<file path="src/rtl/rle_video_pkg.sv">
// Shared definitions for the RLE video word stream (encoder and decoder).
// Word formats: colour {len[9:0], colour[5:0]}, audio {8'hC0, sample},
// stop 16'hBFC0. Colour runs are capped so their top nibble stays below 4'hB.
package rle_video_pkg;

  localparam logic [15:0] RLE_STOP_WORD           = 16'hBFC0;
  localparam logic [7:0]  RLE_AUDIO_PREFIX        = 8'hC0;
  localparam logic [9:0]  RLE_MAX_COLOUR_RUN      = 10'h2BF;
  localparam logic [3:0]  RLE_COLOUR_NIBBLE_LIMIT = 4'hB;

  typedef enum logic [2:0] {
    S_EMPTY,
    S_RUN,
    S_FLUSH,
    S_AUDIO,
    S_EOF
  } enc_state_t;

  function automatic logic [15:0] colour_word(input logic [9:0] len, input logic [5:0] colour);
    return {len, colour};
  endfunction

  function automatic logic [15:0] audio_word(input logic [7:0] sample);
    return {RLE_AUDIO_PREFIX, sample};
  endfunction

endpackage

</file>
<file path="src/rtl/rle_word_reg.sv">
// One-entry valid/ready output register for the RLE encoder.
// 'free' says a new word may be loaded this cycle (empty, or draining now).
// The producer only asserts 'load' while 'free' is high, so a held word is
// never overwritten.
module rle_word_reg (
  input  logic        clk,
  input  logic        rstn,
  input  logic        load,
  input  logic [15:0] load_data,
  input  logic        out_ready,
  output logic        out_valid,
  output logic [15:0] out_data,
  output logic        free
);

  assign free = !out_valid || out_ready;

  // Capture a new word, or retire the current one once the consumer takes it.
  always_ff @(posedge clk or negedge rstn) begin
    if (!rstn) begin
      out_valid <= 1'b0;
      out_data  <= '0;
    end else if (load) begin
      out_valid <= 1'b1;
      out_data  <= load_data;
    end else if (out_ready) begin
      out_valid <= 1'b0;
    end
  end

endmodule

</file>
<file path="src/rtl/rle_video_encoder.sv">
// Run-length encoder: merges equal consecutive pixels of a row into colour
// words, ends each frame with a stop word.
// Optional macro RLE_ENC_AUDIO_EN adds one audio word after each row.
module rle_video_encoder
  import rle_video_pkg::*;
#(
  parameter logic [9:0] MAX_RUN = RLE_MAX_COLOUR_RUN
) (
  input  logic        clk,
  input  logic        rstn,
  input  logic        pix_valid,
  output logic        pix_ready,
  input  logic [5:0]  pix_colour,
  input  logic        pix_last_in_row,
  input  logic        pix_last_in_frame,
  input  logic [7:0]  audio_sample,
  output logic        out_valid,
  input  logic        out_ready,
  output logic [15:0] out_data,
  output logic        frame_done
);

  enc_state_t  state, state_n;
  logic [5:0]  cur_colour, colour_n;
  logic [9:0]  cur_len, len_n;
  logic        eof_pending, eof_n;
  logic        load;
  logic [15:0] load_data;
  logic        free;
  logic        accept;
  logic        row_end;
  logic        extend;

`ifdef RLE_ENC_AUDIO_EN
  logic [7:0]  sample_q, sample_n;
`else
  logic        unused_audio;
  assign unused_audio = ^audio_sample;
`endif

  rle_word_reg u_word_reg (
    .clk       (clk),
    .rstn      (rstn),
    .load      (load),
    .load_data (load_data),
    .out_ready (out_ready),
    .out_valid (out_valid),
    .out_data  (out_data),
    .free      (free)
  );

  // Pixels are taken only while a run can be grown and the output slot can
  // absorb a possible run word in the same cycle.
  assign pix_ready = ((state == S_EMPTY) || (state == S_RUN)) && free;
  assign accept    = pix_valid && pix_ready;
  assign row_end   = pix_last_in_row || pix_last_in_frame;
  assign extend    = (state == S_RUN) && (pix_colour == cur_colour) && (cur_len < MAX_RUN);

  // State, open run and latched row-end information.
  always_ff @(posedge clk or negedge rstn) begin
    if (!rstn) begin
      state       <= S_EMPTY;
      cur_colour  <= '0;
      cur_len     <= '0;
      eof_pending <= 1'b0;
`ifdef RLE_ENC_AUDIO_EN
      sample_q    <= '0;
`endif
    end else begin
      state       <= state_n;
      cur_colour  <= colour_n;
      cur_len     <= len_n;
      eof_pending <= eof_n;
`ifdef RLE_ENC_AUDIO_EN
      sample_q    <= sample_n;
`endif
    end
  end

  // Pulse one cycle after the stop word leaves the output register; colour
  // and audio words can never equal the stop word, so its value identifies it.
  always_ff @(posedge clk or negedge rstn) begin
    if (!rstn) begin
      frame_done <= 1'b0;
    end else begin
      frame_done <= out_valid && out_ready && (out_data == RLE_STOP_WORD);
    end
  end

  // Next-state logic: run merging, row flush, optional audio, end of frame.
  always_comb begin
    state_n   = state;
    colour_n  = cur_colour;
    len_n     = cur_len;
    eof_n     = eof_pending;
    load      = 1'b0;
    load_data = '0;
`ifdef RLE_ENC_AUDIO_EN
    sample_n  = sample_q;
`endif
    case (state)
      S_EMPTY, S_RUN: begin
        if (accept) begin
          if (extend) begin
            len_n = cur_len + 10'd1;
          end else begin
            if (state == S_RUN) begin
              load      = 1'b1;
              load_data = colour_word(cur_len, cur_colour);
            end
            colour_n = pix_colour;
            len_n    = 10'd1;
          end
          if (row_end) begin
            state_n = S_FLUSH;
            eof_n   = pix_last_in_frame;
`ifdef RLE_ENC_AUDIO_EN
            sample_n = audio_sample;
`endif
          end else begin
            state_n = S_RUN;
          end
        end
      end
      S_FLUSH: begin
        if (free) begin
          load      = 1'b1;
          load_data = colour_word(cur_len, cur_colour);
          len_n     = '0;
          colour_n  = '0;
`ifdef RLE_ENC_AUDIO_EN
          state_n   = S_AUDIO;
`else
          state_n   = eof_pending ? S_EOF : S_EMPTY;
`endif
        end
      end
      S_AUDIO: begin
`ifdef RLE_ENC_AUDIO_EN
        if (free) begin
          load      = 1'b1;
          load_data = audio_word(sample_q);
          state_n   = eof_pending ? S_EOF : S_EMPTY;
        end
`else
        state_n = eof_pending ? S_EOF : S_EMPTY;
`endif
      end
      S_EOF: begin
        if (free) begin
          load      = 1'b1;
          load_data = RLE_STOP_WORD;
          eof_n     = 1'b0;
          state_n   = S_EMPTY;
        end
      end
      default: begin
        state_n = S_EMPTY;
      end
    endcase
  end

endmodule

</file>
<file path="config.mk">
export PLATFORM = sky130hd
export DESIGN_NAME = rle_video_encoder
export DESIGN_NICKNAME = d
export VERILOG_FILES = /design/src/rtl/rle_video_pkg.sv /design/src/rtl/rle_word_reg.sv /design/src/rtl/rle_video_encoder.sv
export SDC_FILE = /design/constraint.sdc
export NUM_CORES = 1
export LEC_CHECK = 0
export BUFFER_PORTS_ARGS = -buffer_cell sky130_fd_sc_hd__clkbuf_2
export CAP_MARGIN = 25
export CELL_PAD_IN_SITES_DETAIL_PLACEMENT = 1
export CELL_PAD_IN_SITES_GLOBAL_PLACEMENT = 1
export CORE_MARGIN = 2
export CORE_UTILIZATION = 42
export DETAILED_ROUTE_END_ITERATION = 8
export GPL_TIMING_DRIVEN = 0
export PLACE_DENSITY_LB_ADDON = 0.15
export SETUP_SLACK_MARGIN = 0.15
export SYNTH_ARGS = -nofsm -noshare
export SYNTH_HDL_FRONTEND = slang
export SYNTH_SLANG_ARGS = --single-unit
</file>
<file path="constraint.sdc">
create_clock -name clk -period 2.03 [get_ports clk]
set_input_delay 0.406 -clock clk [delete_from_list [all_inputs] [get_ports clk]]
set_output_delay 0.406 -clock clk [all_outputs]
set_load 0.05 [all_outputs]
</file>
==> results of run 1 <==
## flip-flops by register name (all words and copies together), names as in the netlist
signal                cells
eof_pending               1
u_word_reg.out_data      16
frame_done                1
cur_len                  10
cur_colour                6
u_word_reg.out_valid      1
state                     3
## layer usage
metal  track usage  vias up  wire, um
met5             0        -         0
met4       0.05357        0        37
met3       0.04016        4       142
met2        0.3402       31      2687
met1        0.3039      962      2702
li1              -      910         -
## power breakdown
part | switching (mW) | internal, mW | total (mW)
Sequential | 0.251 | 0.997 | 1.25
Clock | 0.302 | 0.366 | 0.668
Combinational | 1.42 | 0.771 | 2.19
## per-stage QoR
stage,instance area [um2],setup TNS [ps],hold slack (ps),setup slack [ps],instances
6_report,2655,0,35.21,196.3,342
2_1_floorplan,2121,0,110.4,236.4,226
3_5_place_dp,2355,-829.9,515.7,-111.6,323
5_1_grt,2655,0,55.97,99.86,342
3_3_place_gp,2355,-795.0,493.2,-92.89,323
4_1_cts,2525,0,299.4,161.8,335
## worst paths after layout
path                                from                     end  cells after the start
min                                 rstn                state[1]                      1
min in group clk           pix_colour[2]           cur_colour[2]                      3
min reg2reg                  eof_pending             eof_pending                      2
max                           cur_len[1]  u_word_reg.out_data[9]                      8
max reg2reg                   cur_len[1]  u_word_reg.out_data[9]                      8
max in group asynchronous           rstn              cur_len[1]                      2
## cells in the final DEF (no fill, tap or decap), drive strengths merged, types with 2 or more instances in the layout
cell type and instances:
a32oi 2, xnor2 6, a22oi 7, nor2 14
clkinvlp 2, o22ai 9, clkbuf 38, o21a 3
buf 19, and2 3, inv 2, or2 2
o21ai 20, nor3b 2, nand2 42, nand3 13
nor2b 3, nor4 3, nand4 2, or3 2
nor3 9, mux2i 16, dfrtp 38, a21oi 4
## worst max-delay path: cells and delay by family, from the launching register on
kind            cells  cell delay (ps)
fa+ha+maj           1              180
simple gates        3              220
flops               1              450
mux                 1              120
compound gates      1              390
buf+inv             2              360
## repair_timing
action	in CTS	in global routing
endpoints found under the setup margin	33	30
hold buffers	0	0
buffers inserted	4	6
resized for setup	7	19
cloned	0	0
pin swaps	4	6
## cells by family after synthesis
group,count (synthesis)
compound gates,51
mux,16
simple gates,101
flops,38
fa+ha+maj,1
xor+xnor,6
buf+inv,13
## final cells by class
class | instances | area share
buffer | 11 | 0.03582
clock buffer | 5 | 0.02592
clock inverter | 3 | 0.01697
inverter | 2 | 0.002828
multi-input combinational | 175 | 0.4326
sequential | 38 | 0.3591
tap | 67 | 0.03157
timing repair buffer | 41 | 0.09519
==> metrics.yaml, run 1 <==
worst_setup_path:
  worstPathRequired_ps: 2210
  crit_path_max_fanout: 4
  slowest_stage: "dfrtp_2"
  cp_cell_sequence: "ha_4, nand3_4, nor3_4, a2111oi_4, buf_4, nor2_4, buf_4, mux2i_1"
  worstSetupPathType: "flip-flop to flip-flop"
  rrSetupSlack_ps: 200
  cpPeakStageDelay_ps: 450
  crit_top_cell: "buf_4"
  crit_path_start_kind: "flip-flop"
  cp.arrival_ps: 2010
  cp-end-kind: "flip-flop"
synth:
  synth_sequential_area_ratio: 0.4508
  yosys.area_share.simple: 0.2396
  yosysUniqueCellTypes: 46
  synth.most_common_cell: "nand2_1"
  synthXorXnorAreaFrac: 0.02491
  yosys.area.top_type: "dfrtp_1"
  ys_async_sr_fraction: 1.000
  synthAdderAreaFrac: 0.005931
  synth_top_family_by_area: "simple AND/OR/NAND/NOR gates"
  synth_fp_nets: 247
  ys_top_cells_by_count: "nand2_1 (42), dfrtp_1 (38), mux2i_1 (16)"
  synth_top_area_share: 0.4508
  synth.avg_cell_area_um2: 9.334
  synth_seq_cells: 38
  synth_area_leaders: "dfrtp_1 (45%), mux2i_1 (7.6%), nand2_1 (7.5%)"
  syn_inst: 226
  synth_compound_area_frac: 0.1595
  ys.flop_type: "dfrtp_1"
  synth_edf_count: 0
  synth_area_mm2: 0.002110
  ys_warn_count: 0
  synthMuxAreaShare: 0.07592
placement:
  io_buffers: 30
  hpwl_mm: 3.953
  gp_congestion: 0.7922
sta:
  fmax_ghz: 0.5453
  finalHoldViolations: 0
  fin_worst_skew_ps: 5.304
  tightest_slew_ps: 492.9
  finalWorstPathRequiredPeriod_ps: 1834
  finalCritPeriodShare: 0.9033
  setup_viol: 0
  relSlewSlack: 0.6702
  slew_viol_final: 0
  rsz0062_at_grt: "true"
drt:
  postRouteAntennaNets: 0
  routed_via_density: 5.576
  drcViolationCount: 0
  wl_mm: 5.569
  wl_per_cell_um: 16.28
  drt-initial-drc-count: 99
  num_vias: 1907
  drtPass1Iterations: 6
clock_tree:
  cts_made_buffers: 5
  path_clk_slew_ps: 80
  root_buffer: "clkbuf_8"
  clkSinkCount: 38
  cts_tree: "yes"
  insertion_delay_ps: 290
  h-tree-depth: 2
  clockBufferDepth: 2
power:
  power.leakage_nw: 1.146
  ir_worst_vdd_mv: 0.6520
  p_total_mw: 4.107
  power_density_mw_per_mm2: 1547
global_route:
  grt_pass1_vias: 1803
  overflow: 0
  grt_pass1_wl_mm: 9.039
  antenna_found_initial: 0
  grt_max_degree: 39
  grt_use_total: 0.2147
final_layout:
  seq_area_um2: 953.4
  fin_nets: 295
  fillers: 586
  diodes: 0
  area_growth_pct: 25.86
  final_core_util: 0.5548
  layout-drive-gt1-share: 0.2982
  multiInputGateArea_mm2: 0.001149
status:
  status: "complete, no violations"
floorplanning:
  initial_utilization: 0.4408
  dieWidth_um: 74.87
  core-area_mm2: 0.004786
  die_h_um: 74.87
  rows: 25
  dieArea_mm2: 0.005606
  io_pins: 39
run:
  maxCapViolations: 0
min_path:
  hold_path_class: "primary input to async pin"
Note: power is estimated with default switching activity, not from simulation.
==> run 2: changes to the inputs <==
Settings changed: RECOVER_POWER set to 50, SLEW_MARGIN set to 10, SYNTH_HIERARCHICAL set to 1.
==> metrics.yaml, run 2 <==
status:
  status: "finished, violations left"
  violations: "negative setup slack"
drt:
  routed_via_density: 5.553  # -0.41%
  drcViolationCount: 0  # unchanged
  wl_mm: 5.817  # +4.5%
  postRouteAntennaNets: 0  # unchanged
  drtPass1Iterations: 4  # -2
  wl_per_cell_um: 18.83  # +16%
  num_vias: 1716  # -10%
  drt-initial-drc-count: 61  # -38%
run:
  maxCapViolations: 0  # unchanged
floorplanning:
  rows: 25  # unchanged
  die_h_um: 73.56  # -1.8%
  dieArea_mm2: 0.005410  # -3.5%
  dieWidth_um: 73.56  # -1.8%
  core-area_mm2: 0.004692  # -2.0%
  io_pins: 39  # unchanged
  initial_utilization: 0.4331  # -0.007718
sta:
  tightest_slew_ps: 1153  # +659.9 ps
  finalSetupTns_ps: -9954  # -9954 ps
  rsz0062_at_grt: "true"
  fmax_ghz: 0.3864  # -29%
  whs_ps: 318.5  # +283.3 ps
  finalWorstPathRequiredPeriod_ps: 2588  # +754.1 ps
  setup_viol: 32  # +32
  relSlewSlack: 0.2315  # -0.4387
  fin_ws_ps: -557.9  # -754.1 ps
  finalCritPeriodShare: 1.275  # +0.3715
  slew_viol_final: 0  # unchanged
  finalHoldViolations: 0  # unchanged
  fin_worst_skew_ps: 3.597  # -1.707 ps
final_layout:
  seq_area_um2: 954.7  # +0.13%
  layout-drive-gt1-share: 0.4353  # +0.1371
  multiInputGateArea_mm2: 0.001159  # +0.87%
  diodes: 0  # unchanged
  final_cells: 309  # -9.6%
  regMostFlops: "u_word_reg/out_data"
  fillers: 518  # -12%
  top_regs: "u_word_reg/out_data x16, cur_len x10, cur_colour x6"
  layout_common_cells: "dfrtp_1 (35), clkbuf_2 (30), o21ai_0 (20)"
  final_common_cell: "dfrtp_1"
  fin_nets: 275  # -6.8%
  area_growth_pct: 37.01
  largest_reg_flops: 16  # unchanged
clock_tree:
  holdBufCountCts: 0  # unchanged
  clockBufferDepth: 2  # unchanged
  h-tree-depth: 2  # unchanged
  insertion_delay_ps: 290  # about the same
  root_buffer: "clkbuf_8"
  cts_tree: "yes"
  path_clk_slew_ps: 80  # about the same
  clkSinkCount: 38  # unchanged
  cts_made_buffers: 5  # unchanged
synth:
  yosys.area.top_type: "dfrtp_1"
  ys_top_cells_by_count: "dfrtp_1 (38), o21ai_0 (31), nand2b_1 (13), nor2_1 (12)"
  synth.most_common_cell: "dfrtp_1"
  synth_sequential_area_ratio: 0.4680  # +0.01721
  yosysUniqueCellTypes: 39  # -15%
  synth_area_mm2: 0.002032  # -3.7%
  syn_inst: 196  # -13%
  synth_area_leaders: "dfrtp_1 (47%), o21ai_0 (7.6%), mux2_4 (6.7%)"
  synth.avg_cell_area_um2: 10.37  # +11%
  synth_seq_cells: 38  # unchanged
  ys.flop_type: "dfrtp_1"
  synth_top_area_share: 0.4680  # +0.01721
  synth_fp_nets: 217  # -12%
  synth_edf_count: 0  # unchanged
  ys_warn_count: 6  # +6
  ys_async_sr_fraction: 1.000  # unchanged
power:
  power_density_mw_per_mm2: 1523  # -1.5%
  ir_worst_vdd_mv: 0.8423  # +29%
  p_total_mw: 4.241  # +3.3%
  power.leakage_nw: 1.264  # +10%
global_route:
  antenna_found_initial: 0  # unchanged
  grt_use_met1: 0.2522  # -0.05171
  use_met2: 0.3730  # +0.03286
  use_met3: 0.04801  # +0.007850
  grt_pass1_vias: 1775  # -1.6%
  grt.busiest_layer: "met2"
  grt_pass1_wl_mm: 8.666  # -4.1%
  grt_max_degree: 39  # unchanged
  overflow: 0  # unchanged
  grt_use_total: 0.2121  # -0.002614
placement:
  io_buffers: 30  # unchanged
  dp_slack_ps: -763.8  # -652.2 ps
  hpwl_mm: 3.675  # -7.0%
  dp_cells: 280  # -13%
  gp_congestion: 0.8257  # +4.2%
worst_setup_path:
  crit_path_max_fanout: 10  # +6
  worstSetupPathType: "flip-flop to flip-flop"
  worstPathRequired_ps: 2210  # about the same
  cp-end-kind: "flip-flop"
  rrSetupSlack_ps: -560  # -750 ps
  r2r-start: "cur_colour[0]"
  cp.arrival_ps: 2770  # +760 ps
  crit_path_start_kind: "flip-flop"
  crit_start: "cur_colour[0]"
min_path:
  hold_path_class: "primary input to async pin"
-- run 2: cell count changes in the layout (fill, tap and decap cells not counted), sizes merged, moves of 4 or more --
cell	previous run	this run
a21oi	4	8
a22oi	7	0
buf	19	24
inv	2	9
mux2	0	16
mux2i	16	1
nand2	42	8
nand2b	1	13
nand3	13	6
nor3	9	3
o21ai	20	31
o22ai	9	2
-- run 2: area by class of cell --
| cell class | instances | share of cell area |
|---|---|---|
| timing repair buffer | 51 | 0.1276 |
| buffer | 7 | 0.02562 |
| sequential | 38 | 0.3429 |
| inverter | 9 | 0.01213 |
| clock inverter | 2 | 0.02157 |
| multi-input combinational | 142 | 0.4162 |
| tap | 54 | 0.02427 |
| clock buffer | 6 | 0.02966 |
-- run 2: metal layers --
metal  share of wire  wire, um
met1            0.43      2503
met2            0.52      3013
met3           0.024       139
met4           0.028       161
met5               0         0
-- run 2: stage by stage --
stage / utilization / cell area [um2]
after CTS: 0.5499 / 2580
after floorplan: - / 2054
after detailed placement: 0.4843 / 2272
final: 0.5933 / 2784
after global placement: 0.4843 / 2272
after global routing: 0.5933 / 2784
-- run 2: worst max-delay path: stages, from the launching register on --
cell     delay [ps]
dfrtp_1         420
xnor2_1         200
nand3_1         140
or4_4           540
buf_6           140
a32oi_4         250
buf_6           150
nand2_4          40
buf_6           140
buf_12          140
mux2_4          300
-- run 2: final timing paths --
kind,endpoint,cells past startpoint
worst max-delay path,u_word_reg/out_data[11],10
worst min-delay path,cur_len[7],1
worst max register to register,u_word_reg/out_data[11],10
worst min register to register,eof_pending,2
max in group asynchronous,u_word_reg/out_valid,2
min in group clk,eof_pending,3
-- run 2: repair_timing --
item,4_1_cts,5_1_grt
setup buffers,11,9
endpoints found under the setup margin,32,34
pin swaps,6,17
gates resized for setup,19,37
-- run 2: logic make-up after synthesis --
kind of cell,count (synthesis),synth area share
AO/OA/AOI/OAI,50,0.1478
AND/OR/NAND/NOR,68,0.1952
buffers and inverters,16,0.04680
flip-flops,38,0.4680
adder cells (fa/ha/maj),1,0.006157
XOR/XNOR,6,0.02586
multiplexers,17,0.1102
-- run 2: power breakdown --
| group | leakage (nW) | internal, mW | switching, mW |
|---|---|---|---|
| logic | 0.686 | 0.887 | 1.35 |
| registers | 0.507 | 0.994 | 0.207 |
| clock network | 0.0714 | 0.524 | 0.280 |
